<file path="src/rtl/draw_ship.sv">
// Ship sprite overlay stage: frame-latched position, ROM row addressing and a
// three-stage pixel pipeline that keeps timing, counters and colour aligned.
module draw_ship #(
   parameter int          SHIP_W     = 48,
   parameter int          SHIP_H     = 24,
   parameter int          SHIP_COUNT = 2,
   parameter logic [11:0] SHIP_COLOR = 12'hFFF
) (
   input  logic              clk,
   input  logic              rst,
   input  logic [10:0]       hcount_in,
   input  logic [10:0]       vcount_in,
   input  logic              hsync_in,
   input  logic              vsync_in,
   input  logic              hblnk_in,
   input  logic              vblnk_in,
   input  logic [11:0]       rgb_in,
   input  logic [10:0]       xpos,
   input  logic [10:0]       ypos,
   input  logic [1:0]        ship_sel,
   input  logic              ship_en,
   output logic [8:0]        rom_addr,
   input  logic [SHIP_W-1:0] ship_line_pixels_in,
   output logic [10:0]       hcount_out,
   output logic [10:0]       vcount_out,
   output logic              hsync_out,
   output logic              vsync_out,
   output logic              hblnk_out,
   output logic              vblnk_out,
   output logic [11:0]       rgb_out
);
   localparam int CW = $clog2(SHIP_W);

   typedef struct packed {
      logic [10:0] hcount;
      logic [10:0] vcount;
      logic        hsync;
      logic        vsync;
      logic        hblnk;
      logic        vblnk;
      logic [11:0] rgb;
   } timing_t;

   timing_t       t_in, t_d1, t_d2, t_q;
   logic          prev_vblnk, en_l;
   logic [10:0]   xpos_l, ypos_l;
   logic [1:0]    sel_l;
   logic [11:0]   row, col;
   logic          hit, hit_d1, hit_d2;
   logic [8:0]    addr_next;
   logic [CW-1:0] col_d1, col_d2, bit_idx;

   assign t_in = {hcount_in, vcount_in, hsync_in, vsync_in, hblnk_in, vblnk_in, rgb_in};

   // 12-bit differences plus explicit >= checks prevent wrap-around hits at the edges
   always_comb begin
      row  = {1'b0, vcount_in} - {1'b0, ypos_l};
      col  = {1'b0, hcount_in} - {1'b0, xpos_l};
      hit  = en_l && (vcount_in >= ypos_l) && (row < 12'(SHIP_H)) &&
             (hcount_in >= xpos_l) && (col < 12'(SHIP_W)) &&
             (int'(sel_l) < SHIP_COUNT) && !hblnk_in && !vblnk_in;
      addr_next = '0;
      if (hit)
         addr_next = 9'(32'd1 + 32'(sel_l) * 32'(SHIP_H) + 32'(row));
   end

   assign bit_idx = CW'(SHIP_W - 1) - col_d2;

   always_ff @(posedge clk) begin
      if (rst) begin
         prev_vblnk <= 1'b0;
         en_l       <= 1'b0;
         xpos_l     <= '0;
         ypos_l     <= '0;
         sel_l      <= '0;
         rom_addr   <= '0;
         col_d1     <= '0;
         col_d2     <= '0;
         hit_d1     <= 1'b0;
         hit_d2     <= 1'b0;
         t_d1       <= '0;
         t_d2       <= '0;
         t_q        <= '0;
      end else begin
         prev_vblnk <= vblnk_in;
         if (vblnk_in && !prev_vblnk) begin
            xpos_l <= xpos;
            ypos_l <= ypos;
            sel_l  <= ship_sel;
            en_l   <= ship_en;
         end
         rom_addr <= addr_next;
         col_d1   <= col[CW-1:0];
         hit_d1   <= hit;
         t_d1     <= t_in;
         col_d2   <= col_d1;
         hit_d2   <= hit_d1;
         t_d2     <= t_d1;
         t_q      <= t_d2;
         if (hit_d2 && ship_line_pixels_in[bit_idx])
            t_q.rgb <= SHIP_COLOR;
      end
   end

   assign hcount_out = t_q.hcount;
   assign vcount_out = t_q.vcount;
   assign hsync_out  = t_q.hsync;
   assign vsync_out  = t_q.vsync;
   assign hblnk_out  = t_q.hblnk;
   assign vblnk_out  = t_q.vblnk;
   assign rgb_out    = t_q.rgb;

endmodule

</file>
<file path="config.mk">
export PLATFORM = sky130hd
export DESIGN_NAME = draw_ship
export DESIGN_NICKNAME = d
export VERILOG_FILES = /design/src/rtl/draw_ship.sv
export SDC_FILE = /design/constraint.sdc
export NUM_CORES = 1
export LEC_CHECK = 0
export ABC_AREA = 1
export CAP_MARGIN = 20
export CORE_UTILIZATION = 45
export DETAILED_ROUTE_END_ITERATION = 7
export HOLD_SLACK_MARGIN = 0.06
export PLACE_DENSITY = 0.73
export SYNTH_ARGS = -nofsm -noshare
export SYNTH_HDL_FRONTEND = slang
export SYNTH_SLANG_ARGS = --single-unit
</file>
<file path="constraint.sdc">
create_clock -name clk -period 3.3 [get_ports clk]
set_clock_uncertainty 0.15 [all_clocks]
set_input_delay 0.33 -clock clk [delete_from_list [all_inputs] [get_ports clk]]
set_output_delay 0.33 -clock clk [all_outputs]
set_load 0.005 [all_outputs]
</file>
* Yosys cells after proc, flatten, opt, wreduce, memory -nomap -nowiden *
Index checks and enable logic that the tools add are counted.

storage, ports and cells
  output and inout port bits = 47
  input port bits = 113
  logic and storage cells = 59
  bits in registers = 162

cells by class
  add/subtract/negate cells = 5
  reduce and logical (&&, ||, !) cells = 13
  magnitude comparators = 6
  $mul = 1
  mux-type cells = 3
  bitwise logic cells = 1

operators with widths
  operator               number
  $sub A11 B11 Y12       2
  $ge A11 B11 Y1         2
  $lt A12 B5 Y1 const B  1
  $lt A12 B6 Y1 const B  1
  $mux W12               1
  $add A8 B9 Y9          1
  $logic_and A1 B1 Y1    9
  $add A1 B7 Y8 const A  1
  $lt A6 B7 Y1 const B   1
  $bmux W1 S6            1
  $sub A6 B6 Y6 const A  1
  $mul A2 B2 Y4 const B  1
  $logic_not A1 Y1       3
  $lt A2 B2 Y1 const B   1
  $reduce_or A2 Y1       1
  $mux W1                1
  $not A1 Y1             1

* Depth between registers and ports, before layout *
  depth after elaboration = 10
  gate-level depth with buffers = 16
  mapped depth without buffers = 16

* Worst setup path before layout *
OpenSTA, ideal clock, no wires.

  kind = in2reg
  from = input port vcount_in[0]
  to = register rom_addr[7]
  path slack = 0.794 ns
  data required time = 3.083 ns
  stages = 15
  library setup time = 0.067 ns
  buffers on the path = 0
  data arrival time = 2.290 ns
  path through = inv_1 ha_1 fa_1 inv_1 nand2_1 nand2_1 nand3_2 nand3_1 nand2_2 ha_1 nand4_1 o221ai_1 xnor2_1 inv_1 nor2_2

on the way
  longest elaborated chain between the ends = 10
  elaborated cells on any way between the ends = 13
  classes of those cells = add/sub: 2; order compare: 2; bitwise: 1; reduce/logical: 8

RTL lines
  what                                                  RTL line  RTL
  start: declaration                                    12        input logic [10:0] vcount_in,
  $sub A11 B11 Y12 or $ge A11 B11 Y1 (tied branches)    57, 59
  $lt A12 B5 Y1 or $logic_and A1 B1 Y1 (tied branches)  59        hit = en_l && (vcount_in >= ypos_l) && (row < 12'(SHIP_H)) &&
  $logic_and A1 B1 Y1 (2 in a row)                      59
  $logic_and A1 B1 Y1 (2 in a row)                      60        (hcount_in >= xpos_l) && (col < 12'(SHIP_W)) &&
  $logic_and A1 B1 Y1 (2 in a row)                      61        (int'(sel_l) < SHIP_COUNT) && !hblnk_in && !vblnk_in;
  $not A1 Y1 (no source line)                           --
  $reduce_or A2 Y1 (no source line)                     --
  end signal: assignment                                92        rom_addr <= addr_next;
  end: declaration                                      22        output logic [8:0] rom_addr,

Parallel ways exist; a longest one is shown, timed or not.
A chain may end at the register's enable or synchronous reset.

* Worst setup path in the final report *
Ends and elaborated chain as after synthesis.

==> results.tsv <==
metric	value	unit
Resize count post-CTS	0	
Worst Hold Depth	2	
Post-Synth XOR/XNOR Area	0.009019	
Slew Limit Fails	0	
top cell type by total area after synthesis	dfxtp_1	
post-synthesis sequential area ratio	0.4771	
Synth area leaders	dfxtp_1, inv_1, nor2_1	
Post-DP HPWL	10.63	mm
area of the die	15600	µm²
Rel. slew slack	0.4434	
share of synthesized cell area in full adder, half adder and majority cells	0.05927	
TritonCTS buffer count	17	
initial core utilization	0.4642	
Placed Area	8511	µm²
Worst Setup SP	vcount_in[0]	
htree depth	4	
post-layout minimum cycle time	2.754	ns
failing checks	design-rule violations	
final wirelength	14.62	mm
DRT antenna net count	0	
largest family of logic cells by synthesized area	simple AND/OR/NAND/NOR gates	
nature of the critical path endpoint	register	
share of layout cells above drive strength 1	0.07570	
fin area	9070	µm²
Rows	44	
core box area	14640	µm²
CP most frequent cell	inv_1	
Final Non-Filler Cells	1254	
drt first pass iters	7	
fmax	363.1	MHz
PortBufs	159	
Filler Cells Inserted	1291	
Sequential Power Share	0.442	
FF+latch count, synth	162	
final worst slack	0.5461	ns
Simple-Gate Fraction of Synth Area	0.2430	
Overall Power	4.718	mW
Max IR drop VDD	0.0003502	V
first-pass GRT wire length	24.33	mm
CTS Buffer Depth	2	
syn avg cell area	7.545	µm²
busiest grt layer	met2	
critical path data arrival time	2.96	ns
syn_nets	1045	
Inst Count DP	1222	
Finished Core Util	0.6194	
status	finished with violations	
setup TNS	0	ns
1st-iter DRT viols	304	
critical path fanouts, max	4	
worst-skew pair later-pin latency	0.42	ns
Synth Instances	901	
slowest cell on the critical path	clkdlybuf4s50_1	
Vias	5700	
Worst-Margin Slew	0.8349	ns
Synth top area share	0.4771	
worst reg-to-reg path cell count	14	
CP Capture Point	rom_addr[7]	
clock sink total	162	
hold buffer count at cts	0	
reg2reg setup slack	0.66	ns
CTS tree	done	
Vias/cell	4.545	
leading cell type in the layout, fill and taps excluded	inv_1	
die height	124.9	µm
pre-CTS worst setup slack	0.1270	ns
Worst-path clk slew	0.07	ns
Crit Reg-Reg Endpoint	rom_addr[7]	
YS warnings	0	
post-synthesis cell type count	38	
crit path launch type	input pin	
fin nets	1201	
gr usage total	0.1964	
PD cells	520.2	nW/µm²
Clock power frac	0.391	
met3 Track Usage GR	0.05412	
required time of the critical path	3.50	ns
Root Buffer	clkbuf_16	
n_diodes	0	
post-synthesis compound-gate area fraction	0.08356	
post-CTS setup buffer count	0	
GRT Residual Overflow	0	
initial antenna violation count	1	
Net Sw Frac	0.2750	
fin crit share	0.8345	
Final GP Congestion	0.8944	
mapped cell area	6798	µm²
met1 usage	0.2486	
hold_ws	0.1853	ns
Leak	4.154	nW
worst hold path type	input pin to register	
largest net degree at the start of global routing	82	
DRC viols	38	
vias in the first global route	5195	
drt wl/cell	11.66	µm
Critical Path Max Stage Delay	0.46	ns
worst r2r src	ypos_l[0]	
max_cap viols	0	
Hold Fails Final Rpt	0	
Die Span X	124.9	µm
Psw	1.297	mW
crit-path cells	clkdlybuf4s50_1, inv_1, ha_1, fa_1, inv_1, nand2_1, nand2_1, nand3_2, nand3_1, nand2_2, ha_1, nand4_1, o221ai_1, xnor2_1, inv_1, nor2_2	
Crit Path Category	input pin to register	
Comb pwr share	0.167	
endpoints failing setup	0	
internal power	3.421	mW
post-synthesis mux area share	0	
RSZ-0062 raised after global routing	no	
commonest non-fill, non-tap cells in the layout	inv_1, dfxtp_1, clkdlybuf4s50_1, nor2_1, nand2_1	
I/O pins	160	
GR met2 Demand/Resource	0.3275	
Layout Area Growth over Synthesis	33.43	%
flip-flops by register name, summed over array words and instances (netlist names):
| signal | cells |
|---|---|
| t_d1 | 37 |
| t_d2 | 38 |
| prev_vblnk | 1 |
| hcount_out | 11 |
| vcount_out | 11 |
| hit_d2 | 1 |
| rom_addr | 9 |
| xpos_l | 11 |
| ypos_l | 11 |
| sel_l | 2 |
| vsync_out | 1 |
| rgb_out | 12 |
| hblnk_out | 1 |
| col_d1 | 6 |
| vblnk_out | 1 |
| en_l | 1 |
| hsync_out | 1 |
| col_d2 | 6 |
| hit_d1 | 1 |
area by class of cell:
| class | count | area [µm²] | share of cell area |
|---|---|---|---|
| sequential | 162 | 3243 | 0.3576 |
| multi-input combinational | 520 | 2688 | 0.2963 |
| timing repair buffer | 164 | 1627 | 0.1793 |
| inverter | 192 | 723.2 | 0.07974 |
| clock buffer | 19 | 442.9 | 0.04883 |
| tap | 184 | 230.2 | 0.02538 |
| clock inverter | 13 | 116.4 | 0.01283 |
cells in the mapped netlist, drive strengths merged:
library cell  count
nor3b             1
nor3              1
dfxtp           162
nand2           133
conb              1
and2              1
clkinv            1
a31o              1
nor2            170
or2               2
fa                2
clkbuf           12
xnor2             5
o21ai            37
o211ai            4
ha               29
a21oi            52
nand3b            2
inv             191
o21bai            4
buf              15
nand3            64
o221ai            1
xor2              2
nand4             8
worst max-delay path: cells and delay by family:
kind                     cells  cell delay [ns]
buffers and inverters        4             0.66
XOR/XNOR                     1             0.15
AND/OR/NAND/NOR              7             0.63
adder cells (fa/ha/maj)      3             0.94
AO/OA/AOI/OAI                1             0.23
power groups by stage:
| stage | Combinational (mW) | Sequential (mW) | Clock [mW] |
|---|---|---|---|
| 2_1_floorplan | 0.516 | 2.12 | 0 |
| 3_3_place_gp | 0.770 | 2.13 | 0 |
| 3_5_place_dp | 0.781 | 2.13 | 0 |
| 4_1_cts | 0.789 | 2.08 | 1.89 |
| 5_1_grt | 0.891 | 2.09 | 1.99 |
| 6_report | 0.788 | 2.08 | 1.85 |
per-layer routing:
layer | wire, µm | vias up
li1 | - | 3042
met1 | 6932 | 2486
met2 | 6724 | 155
met3 | 818 | 15
met4 | 128 | 2
met5 | 13 | -
cell families (layout without fill, tap and decap cells):
logic type	count (synthesis)	after routing
AOI/OAI and AO/OA	99	99
DFF	162	162
other	1	1
xor gates and xnor gates	7	7
adders and majority gates	31	31
and+or+nand+nor	382	382
buffers and inverters	219	388
worst min-delay path by stage:
stage	slack, ns	startpoint	endpoint
final	0.19	rst	t_d2[0]
after global routing	0.19	rst	t_d1[36]
after CTS	0.18	rst	col_d1[0]
after detailed placement	0.24	t_d1[0]	t_d2[0]
after global placement	0.24	t_d1[5]	t_d2[5]
after floorplan	0.24	col_d1[0]	col_d2[0]
Note: power is estimated with default switching activity, not from simulation.
